<file path="config.mk">
export PLATFORM = sky130hd
export DESIGN_NAME = barramento_snoop
export DESIGN_NICKNAME = d
export VERILOG_FILES = /design/src/rtl/barramento_pkg.sv /design/src/rtl/arbitro_rr.sv /design/src/rtl/barramento_snoop.sv
export SDC_FILE = /design/constraint.sdc
export NUM_CORES = 1
export LEC_CHECK = 0
export CAP_MARGIN = 20
export CORE_UTILIZATION = 45
export CTS_CLUSTER_SIZE = 12
export DETAILED_ROUTE_END_ITERATION = 12
export PLACE_DENSITY_LB_ADDON = 0.1
export RECOVER_POWER = 50
export SYNTH_ARGS = -nofsm -noshare
export SYNTH_HDL_FRONTEND = slang
export SYNTH_SLANG_ARGS = --single-unit
</file>
<file path="constraint.sdc">
create_clock -name Clock -period 2.3 [get_ports Clock]
set_input_delay 0.575 -clock Clock [delete_from_list [all_inputs] [get_ports Clock]]
set_output_delay 0.575 -clock Clock [all_outputs]
set_load 0.005 [all_outputs]
</file>
<file path="src/rtl/barramento_pkg.sv">
// Shared types for the snooping bus sequencer.
// Holds the MSI state codes, bus op codes, FSM state encoding and the snoop reaction rule.
package barramento_pkg;

   typedef enum logic [1:0] {
      MSI_I = 2'b00,
      MSI_S = 2'b01,
      MSI_M = 2'b10
   } msi_t;

   typedef enum logic [1:0] {
      OP_NONE    = 2'b00,
      OP_RD_MISS = 2'b01,
      OP_WR_MISS = 2'b10,
      OP_INVAL   = 2'b11
   } bus_op_t;

   typedef enum logic [2:0] {
      ST_IDLE,
      ST_ARB,
      ST_WB,
      ST_SNOOP,
      ST_FLUSH,
      ST_MEM,
      ST_DONE
   } state_t;

   // Reaction of a non-requesting cache to a broadcast op: {needs_flush, next_state}.
   function automatic logic [2:0] snoop_rule(input logic [1:0] cur, input logic [1:0] op);
      logic [2:0] res;
      res = {1'b0, cur};
      if (cur == MSI_M && op == OP_RD_MISS) begin
         res = {1'b1, MSI_S};
      end else if (cur == MSI_M && op == OP_WR_MISS) begin
         res = {1'b1, MSI_I};
      end else if (cur == MSI_S && (op == OP_WR_MISS || op == OP_INVAL)) begin
         res = {1'b0, MSI_I};
      end
      return res;
   endfunction

endpackage

</file>
<file path="src/rtl/arbitro_rr.sv">
// Combinational round-robin arbiter: the first valid requester at or after ptr wins.
// The pointer register is owned by the caller; next_ptr is the slot after the winner.
module arbitro_rr #(
   parameter int N_CPU = 2,
   parameter int IDX_W = 1
) (
   input  logic [N_CPU-1:0] valid,
   input  logic [IDX_W-1:0] ptr,
   output logic [N_CPU-1:0] grant_oh,
   output logic [IDX_W-1:0] grant_idx,
   output logic [IDX_W-1:0] next_ptr,
   output logic             any_valid
);

   always_comb begin
      grant_oh  = '0;
      grant_idx = '0;
      any_valid = 1'b0;
      for (int k = 0; k < N_CPU; k++) begin
         if (!any_valid && valid[(int'(ptr) + k) % N_CPU]) begin
            any_valid = 1'b1;
            grant_idx = IDX_W'((int'(ptr) + k) % N_CPU);
         end
      end
      if (any_valid) begin
         grant_oh[grant_idx] = 1'b1;
      end
      next_ptr = (int'(grant_idx) == N_CPU - 1) ? '0 : grant_idx + IDX_W'(1);
   end

endmodule

</file>
<file path="src/rtl/barramento_snoop.sv">
// Shared-bus sequencer: arbitrates cache requests, runs writeback/snoop/flush/memory phases, acks requester.
// Define FLUSH_BYPASS_EN to let flushed data satisfy the requester and skip the memory read after FLUSH.
module barramento_snoop
   import barramento_pkg::*;
#(
   parameter int N_CPU      = 2,
   parameter int ADDR_W     = 4,
   parameter int WB_CYCLES  = 2,
   parameter int MEM_CYCLES = 3
) (
   input  logic                    Clock,
   input  logic                    Reset_n,
   input  logic [N_CPU-1:0]        req_valid,
   input  logic [2*N_CPU-1:0]      req_bus,
   input  logic [N_CPU-1:0]        req_wb,
   input  logic [N_CPU*ADDR_W-1:0] req_addr,
   output logic [N_CPU-1:0]        req_ready,
   input  logic [2*N_CPU-1:0]      remote_state,
   output logic                    snoop_valid,
   output logic [1:0]              snoop_op,
   output logic [ADDR_W-1:0]       snoop_addr,
   output logic [N_CPU-1:0]        remote_we,
   output logic [2*N_CPU-1:0]      remote_next,
   output logic                    mem_wr,
   output logic                    mem_rd
);

   localparam int IDX_W   = (N_CPU > 1) ? $clog2(N_CPU) : 1;
   localparam int MAX_CYC = (WB_CYCLES > MEM_CYCLES) ? WB_CYCLES : MEM_CYCLES;
   localparam int CNT_W   = $clog2(MAX_CYC) + 1;
   localparam logic [CNT_W-1:0] WB_LOAD  = CNT_W'(WB_CYCLES - 1);
   localparam logic [CNT_W-1:0] MEM_LOAD = CNT_W'(MEM_CYCLES - 1);

   state_t            state_q, state_d;
   logic [CNT_W-1:0]  cnt_q, cnt_d;
   logic [IDX_W-1:0]  grant_q, grant_d;
   logic [IDX_W-1:0]  ptr_q, ptr_d;
   logic [1:0]        op_q, op_d;
   logic [ADDR_W-1:0] addr_q, addr_d;

   logic [N_CPU-1:0]  arb_oh;
   logic [IDX_W-1:0]  arb_idx;
   logic [IDX_W-1:0]  arb_next;
   logic              arb_any;
   logic [1:0]        bus_arr  [N_CPU];
   logic [ADDR_W-1:0] addr_arr [N_CPU];
   logic [N_CPU-1:0]  flush_vec;
   logic              snoop_active;
   logic              any_flush;

   arbitro_rr #(
      .N_CPU (N_CPU),
      .IDX_W (IDX_W)
   ) u_arb (
      .valid     (req_valid),
      .ptr       (ptr_q),
      .grant_oh  (arb_oh),
      .grant_idx (arb_idx),
      .next_ptr  (arb_next),
      .any_valid (arb_any)
   );

   assign snoop_active = (state_q == ST_SNOOP);

   generate
      for (genvar gi = 0; gi < N_CPU; gi++) begin : g_cpu
         logic       peer;
         logic [2:0] rule;
         assign bus_arr[gi]  = req_bus[2*gi +: 2];
         assign addr_arr[gi] = req_addr[gi*ADDR_W +: ADDR_W];
         // The requester never snoops its own broadcast.
         assign peer = snoop_active && (grant_q != IDX_W'(gi));
         assign rule = snoop_rule(remote_state[2*gi +: 2], op_q);
         assign remote_next[2*gi +: 2] = peer ? rule[1:0] : 2'b00;
         assign remote_we[gi]  = peer && (rule[1:0] != remote_state[2*gi +: 2]);
         assign flush_vec[gi]  = peer && rule[2];
         assign req_ready[gi]  = (state_q == ST_DONE) && (grant_q == IDX_W'(gi));
      end
   endgenerate

   assign any_flush   = |flush_vec;
   assign snoop_valid = snoop_active;
   assign snoop_op    = snoop_active ? op_q : 2'b00;
   assign snoop_addr  = snoop_active ? addr_q : '0;
   assign mem_wr      = (state_q == ST_WB) || (state_q == ST_FLUSH);
   assign mem_rd      = (state_q == ST_MEM);

   always_comb begin
      state_d = state_q;
      cnt_d   = cnt_q;
      grant_d = grant_q;
      ptr_d   = ptr_q;
      op_d    = op_q;
      addr_d  = addr_q;
      case (state_q)
         ST_IDLE: begin
            if (|req_valid) state_d = ST_ARB;
         end
         ST_ARB: begin
            if (arb_any) begin
               grant_d = arb_idx;
               ptr_d   = arb_next;
               op_d    = bus_arr[arb_idx];
               addr_d  = addr_arr[arb_idx];
               if (bus_arr[arb_idx] == OP_NONE) begin
                  state_d = ST_DONE;
               end else if (|(req_wb & arb_oh)) begin
                  state_d = ST_WB;
                  cnt_d   = WB_LOAD;
               end else begin
                  state_d = ST_SNOOP;
               end
            end else begin
               state_d = ST_IDLE;
            end
         end
         ST_WB: begin
            if (cnt_q == '0) state_d = ST_SNOOP;
            else             cnt_d   = cnt_q - CNT_W'(1);
         end
         ST_SNOOP: begin
            if (op_q == OP_INVAL) begin
               state_d = ST_DONE;
            end else if (any_flush) begin
               state_d = ST_FLUSH;
               cnt_d   = WB_LOAD;
            end else begin
               state_d = ST_MEM;
               cnt_d   = MEM_LOAD;
            end
         end
         ST_FLUSH: begin
            if (cnt_q == '0) begin
`ifdef FLUSH_BYPASS_EN
               state_d = ST_DONE;
`else
               state_d = ST_MEM;
               cnt_d   = MEM_LOAD;
`endif
            end else begin
               cnt_d = cnt_q - CNT_W'(1);
            end
         end
         ST_MEM: begin
            if (cnt_q == '0) state_d = ST_DONE;
            else             cnt_d   = cnt_q - CNT_W'(1);
         end
         ST_DONE: begin
            state_d = ST_IDLE;
         end
         default: begin
            state_d = ST_IDLE;
         end
      endcase
   end

   always_ff @(posedge Clock or negedge Reset_n) begin
      if (!Reset_n) begin
         state_q <= ST_IDLE;
         cnt_q   <= '0;
         grant_q <= '0;
         ptr_q   <= '0;
         op_q    <= 2'b00;
         addr_q  <= '0;
      end else begin
         state_q <= state_d;
         cnt_q   <= cnt_d;
         grant_q <= grant_d;
         ptr_q   <= ptr_d;
         op_q    <= op_d;
         addr_q  <= addr_d;
      end
   end

endmodule

</file>
==> run metrics, run 1 <==
CTS buffer count 3; Pleak roughly 0.82 nW; Critical Path RT 1.73 ns; Reg2Reg Setup Slack 0.11 ns; Worst Setup Slack, final 0.0131 ns; area grow syn2layout 54.1%; Slew @ Worst Pin between 0.6 and 0.7 ns; placed instance area roughly 0.0016 mm^2; I/O Pins 39; Hold Path Class flip-flop to flip-flop; TritonCTS clock tree built; Final period util 99.4%; first-pass GRT wire length ~4900 um; Layout Skew 0.00196 ns; Critical Path AT between 1.5 and 2 ns; P_int about 0.0011 W; clock buffer depth 2; main combinational cell family by area after synthesis simple AND/OR/NAND/NOR gates; slowest stage cell on the critical path clkdlybuf4s50_1; crit-path max cell delay between 0.4 and 0.5 ns; register area approximately 350 um^2; register area share after synthesis between 30% and 40%; Switching Fraction a little over two fifths; RSZ-0062 raised after global routing yes; H-tree depth 1; met3 Use GR around 2.6%; GRT Max-Usage Layer met2; DR pass1 iterations 4; worst slack, placed -0.161 ns; final instance area 0.00177 mm^2; Clock Sinks 14; Core Box Area ~0.0023 mm^2; area share of fa/ha/maj cells after synthesis under 10%; final wirelength 3250 um; logic gate share of total power between 60% and 70%; Wirelength per Cell ~14 um; Final Util ~76%; Die Width 52.6 um; highest clock rate 437 MHz; residual DRC count 0; clk_lat worst skew ~0.29 ns; run status complete, no violations; remaining antenna violation count after routing 0; FILL cells 170; Crit Path Class flip-flop to primary output; Die H about 53 um; CP delay by family, top buffers and inverters; pin count of the biggest net entering global routing 16; vias in the first global route 1160; Syn Nets around 170; register share of total power approximately a quarter; clock root cell clkbuf_4; Cell Pwr Density 1080 mW/mm^2; worst path bufs/invs 4; Yosys reg bits 14; slew margin rel. roughly 56%; crit start category flip-flop; # setup viols final 0; Clk pwr share under 10%; routed vias 1288; met2 usage approximately 45%; routability cong. 0.819; Netlist Area Pre-Place about 0.0011 mm^2; peak supply drop 0.000750 V; die area between 0.002 and 0.003 mm^2; Initial Utilization 49.6%; Global Route Usage Sum 24.4%; mux cell area share after synthesis 8.16%; initial antenna violation count 0; Max Cap Viol 0; Simple-Gate Fraction of Synth Area between 20% and 30%; via-per-instance ratio roughly 5.6; endpoints failing hold 0; crit end category primary output; post-synthesis cell type count 41; synthesis warning total 0; post-synthesis xor/xnor area fraction 1.52%; compound-gate portion of the synthesized area 22.3%; crit-path cells buf_6, clkinvlp_4, nor2_4, nand2_2, inv_1, clkdlybuf4s50_1; final slew viol count 0; Min Clock Period, post-route approximately 2.3 ns; # port buffers 38; Syn Inst Count between 100 and 150; Site Rows 17; Detailed Place HPWL 2250 um; syn avg cell area 8.15 um^2; clock transition at the registers of the reported paths approximately 0.09 ns; Sw Pwr ~0.0008 W; maximum fanout along the worst path 7; GR Layer Usage met1 28.4%; DR iter-0 viols 26; share of layout cells above drive strength 1 23.9%; Net count, final ~230; area of the multi-input gates 771 um^2; # diodes 0; grt total ovfl 0; CTS Hold Bufs 0
-- state kept, by name, summed over array words and instances (netlist names) --
name / flops
grant_q: 1
state_q: 3
addr_q: 4
cnt_q: 3
op_q: 2
ptr_q: 1
-- what timing repair did --
item / CTS / global route
pin swaps: 4 / 1
endpoints found under the hold margin: 0 / 0
setup endpoints to repair: 14 / 15
cloned: 0 / 0
gates resized for setup: 16 / 11
setup buffers: 3 / 10
-- worst paths after layout --
kind / start / endpoint / cells after the start
worst min register to register: addr_q[0]$_DFFE_PN0P_ / addr_q[0]$_DFFE_PN0P_ / 2
worst min-delay path: addr_q[0]$_DFFE_PN0P_ / addr_q[0]$_DFFE_PN0P_ / 2
worst max register to register: op_q[1]$_DFFE_PN0P_ / cnt_q[1]$_DFFE_PN0P_ / 8
max in group asynchronous: Reset_n / op_q[1]$_DFFE_PN0P_ / 1
min in group asynchronous: Reset_n / ptr_q$_DFFE_PN0P_ / 1
worst max-delay path: state_q[0]$_DFFE_PN0P_ / mem_rd / 6
-- layout make-up --
type / instances / share of cell area, %
Sequential cell: 14 / 19.9
Tap cell: 28 / 1.98
Multi-Input combinational cell: 116 / 43.5
Inverter: 5 / 1.27
Clock buffer: 4 / 2.05
Timing Repair Buffer: 62 / 31.3
-- cell usage after synthesis --
cell type,count,area share (%)
a211oi_1,2,1.3
a21boi_0,1,0.65
a21o_2,1,0.76
a21oi_1,10,4.4
a221o_1,1,0.87
a221oi_1,1,0.76
a22oi_1,4,2.6
a32o_1,1,0.87
a32oi_2,1,1.4
and2_1,8,4.4
and2_2,1,0.65
and2b_2,1,0.76
and3_1,1,0.54
buf_6,3,2.9
clkbuf_1,3,0.98
dfrtp_1,14,30
ha_1,2,2.2
inv_1,5,1.6
mux2_1,1,0.98
mux2_2,2,2.0
mux2_4,2,2.6
mux2i_1,3,2.6
nand2_1,22,7.2
nand2b_1,5,2.7
nand3b_1,4,2.6
nor2_1,12,3.9
nor2_2,1,0.54
nor2b_1,3,1.6
nor2b_4,1,1.2
nor3_1,1,0.43
nor3b_2,1,1.1
nor4_1,1,0.54
o21ai_0,10,4.4
o21ai_1,2,0.87
o21bai_2,1,0.98
o22ai_1,2,1.1
o311ai_0,1,0.76
o31ai_1,1,0.65
or2_2,1,0.54
or3_1,2,1.1
xor2_1,2,1.5
-- through the flow --
step           TNS [ns]  total power [W]  cells  hold WS (ns)
2_1_floorplan         0          0.00118    141         0.279
3_3_place_gp     -0.885          0.00146    212         0.456
3_5_place_dp      -1.28          0.00151    212         0.467
4_1_cts               0          0.00174    219         0.489
5_1_grt          -0.379          0.00204    229         0.505
6_report              0          0.00192    229         0.481
-- logic make-up (layout without fill, tap and decap cells) --
logic type                 after synthesis  after routing
AOI/OAI and AO/OA                       39             39
xor gates and xnor gates                 2              2
adders and majority gates                2              2
buffers and inverters                   11             71
DFF                                     14             14
muxes                                    8              8
and+or+nand+nor                         65             65
-- worst reg2reg max path: cells and delay by family (launching register included) --
family                    cells  cell delay, ns
buffers and inverters         3            0.39
AOI/OAI and AO/OA             1            0.36
DFF                           1            0.49
muxes                         2            0.53
and+or+nand+nor               1            0.11
xor gates and xnor gates      1            0.20
-- power by group through the flow --
| stage | logic [W] | registers [W] | clock network, W |
|---|---|---|---|
| CTS | 0.00110 | 0.000457 | 0.000190 |
| detailed placement | 0.00105 | 0.000455 | 0 |
| global route | 0.00137 | 0.000481 | 0.000196 |
| finish | 0.00127 | 0.000469 | 0.000186 |
| floorplan | 0.000753 | 0.000429 | 0 |
| global placement | 0.00101 | 0.000450 | 0 |
-- layer usage --
metal | part of all wire [%] | routed length [um]
met5 | 0 | 0
met1 | 41 | 1330
met3 | 5.3 | 174
met4 | 2.5 | 81
met2 | 51 | 1670
-- cells in the final DEF, fill, tap and decap left out, types with 2 or more instances in the layout --
cell,netlist,final
a211oi_1,2,2
a21oi_1,10,10
a22oi_1,4,4
and2_1,8,8
buf_4,0,19
buf_6,3,3
clkbuf_1,3,2
clkbuf_4,0,3
clkdlybuf4s50_1,0,25
dfrtp_1,14,12
dfrtp_2,0,2
dlygate4sd2_1,0,8
dlygate4sd3_1,0,2
dlymetal6s2s_1,0,2
ha_1,2,2
inv_1,5,4
mux2_2,2,2
mux2_4,2,2
mux2i_1,3,3
nand2_1,22,21
nand2b_1,5,4
nand3b_1,4,4
nor2_1,12,11
nor2_4,0,2
nor2b_1,3,3
o21ai_0,10,11
o22ai_1,2,2
No activity file was read; power rests on OpenSTA's default activity.
==> run 2: changes to the inputs <==
- MAX_ROUTING_LAYER: default -> met4
==> run metrics, run 2 (synthesis results as in run 1) <==
slew margin rel. 56.9% (+0.45 points); Final Util 76.4% (unchanged); vias in the first global route 1160 (unchanged); commonest non-fill, non-tap cell in the layout clkdlybuf4s50_1; Wirelength per Cell 14.4 um (+1.3%); Worst Setup Slack, final -0.00306 ns (-0.0162 ns); CTS buffer count 3 (unchanged); via-per-instance ratio 5.62 (-0.16%); CP startpoint state_q[0]$_DFFE_PN0P_; # diodes 0 (unchanged); run status complete, but fails checks; Die H 52.6 um (unchanged); Slew @ Worst Pin 0.644 ns (-0.00672 ns); Die Width 52.6 um (unchanged); clock transition at the registers of the reported paths 0.10 ns (about the same); Critical Path AT 1.73 ns (+0.02 ns); setup tns final -0.00306 ns (-0.00306 ns); peak supply drop 0.000789 V (+5.2%); final slew viol count 0 (unchanged); die area 0.00276 mm^2 (unchanged); Crit Path Class flip-flop to primary output; area grow syn2layout 54.1% (unchanged); clock root cell clkbuf_4; share of layout cells above drive strength 1 23.9% (unchanged); most frequent cells in the layout clkdlybuf4s50_1, nand2_1, buf_4; # port buffers 38 (unchanged); # setup viols final 1 (+1); pin count of the biggest net entering global routing 16 (unchanged); max reg flops 4 (unchanged); Final period util 100% (+0.70 points); endpoints failing hold 0 (unchanged); DR pass1 iterations 4 (unchanged); Core Box Area 0.00232 mm^2 (unchanged); Critical Path RT 1.73 ns (about the same); worst slack, placed -0.161 ns (unchanged); Clock Sinks 14 (unchanged); Initial Utilization 49.6% (unchanged); residual DRC count 0 (unchanged); clock buffer depth 2 (unchanged); routability cong. 0.831 (+1.5%); reg2reg end cnt_q[1]$_DFFE_PN0P_; worst r2r src op_q[1]$_DFFE_PN0P_; Net count, final 226 (unchanged); Pleak 0.822 nW (unchanged); highest clock rate 434 MHz (-0.70%); remaining antenna violation count after routing 0 (unchanged); biggest regs addr_q: 4 flops, cnt_q: 3 flops, state_q: 3 flops; Max Cap Viol 0 (unchanged); CTS Hold Bufs 0 (unchanged); TritonCTS clock tree built; Detailed Place HPWL 2250 um (unchanged); maximum fanout along the worst path 7 (unchanged); first-pass GRT wire length 4910 um (-0.14%); grt total ovfl 0 (unchanged); Reg2Reg Setup Slack 0.12 ns (about the same); I/O Pins 39 (unchanged); Hold Path Class flip-flop to flip-flop; Site Rows 17 (unchanged); routed vias 1286 (-0.16%); CP Capture Point mem_rd; failing checks negative setup slack; Cell Pwr Density 1090 mW/mm^2 (+0.22%); initial antenna violation count 0 (unchanged); crit start category flip-flop; final wirelength 3300 um (+1.3%); worst r2r path cells 8 (unchanged); Global Route Usage Sum 25.1% (+0.64 points); Min Clock Period, post-route 2.30 ns (+0.0162 ns); crit end category primary output; clk_lat worst skew 0.29 ns (about the same); Layout Skew 0.00331 ns (+0.00135 ns); RSZ-0062 raised after global routing yes; H-tree depth 1 (unchanged); DR iter-0 viols 29 (+12%); Largest Register addr_q
[run 2: how the worst min path moves through the flow]
stage | startpoint | endpoint | depth (start not counted)
6_report | addr_q[0]$_DFFE_PN0P_ | addr_q[0]$_DFFE_PN0P_ | 2
5_1_grt | addr_q[1]$_DFFE_PN0P_ | addr_q[1]$_DFFE_PN0P_ | 2
2_1_floorplan | Reset_n | addr_q[0]$_DFFE_PN0P_ | 0
4_1_cts | addr_q[3]$_DFFE_PN0P_ | addr_q[3]$_DFFE_PN0P_ | 2
3_5_place_dp | addr_q[3]$_DFFE_PN0P_ | addr_q[3]$_DFFE_PN0P_ | 2
3_3_place_gp | addr_q[1]$_DFFE_PN0P_ | addr_q[1]$_DFFE_PN0P_ | 2
[run 2: worst max-delay path: stages (launching register included)]
cell	delay, ns
dfrtp_1	0.37
buf_6	0.15
clkinvlp_4	0.16
nor2_4	0.13
nand2_2	0.07
inv_1	0.07
clkdlybuf4s50_1	0.49
[run 2: metal layers]
| layer | global-route usage [%] | part of all wire [%] | wire, um |
|---|---|---|---|
| met1 | 28.4 | 40 | 1310 |
| met2 | 44.7 | 51 | 1690 |
| met3 | 2.61 | 6.2 | 205 |
| met5 | - | 0 | 0 |
| met4 | 10.1 | 2.6 | 87 |
[run 2: stage by stage]
step	instance area, um^2	power (W)	hold WS (ns)	cells
floorplan	1150	0.00118	0.279	141
global placement	1600	0.00146	0.456	212
detailed placement	1600	0.00151	0.467	212
CTS	1680	0.00174	0.489	219
global route	1770	0.00204	0.505	229
finish	1770	0.00193	0.481	229
[run 2: power breakdown]
group	leakage (nW)	internal [W]	switching (W)
clock network	0.0210	0.0000965	0.0000913
logic	0.629	0.000653	0.000611
registers	0.171	0.000366	0.000108
[run 2: repair_timing]
| item | in CTS | in global routing |
|---|---|---|
| hold endpoints to repair | 0 | 0 |
| pin swaps | 4 | 1 |
| setup buffers | 3 | 10 |
| endpoints found under the setup margin | 14 | 15 |
| gates resized for setup | 16 | 11 |
[run 2: final cells by class]
type / instances / area, um^2
Clock buffer: 4 / 36.3
Fill cell: 165 / 547
Inverter: 5 / 22.5
Multi-Input combinational cell: 116 / 771
Sequential cell: 14 / 353
Tap cell: 28 / 35.0
Timing Repair Buffer: 62 / 554
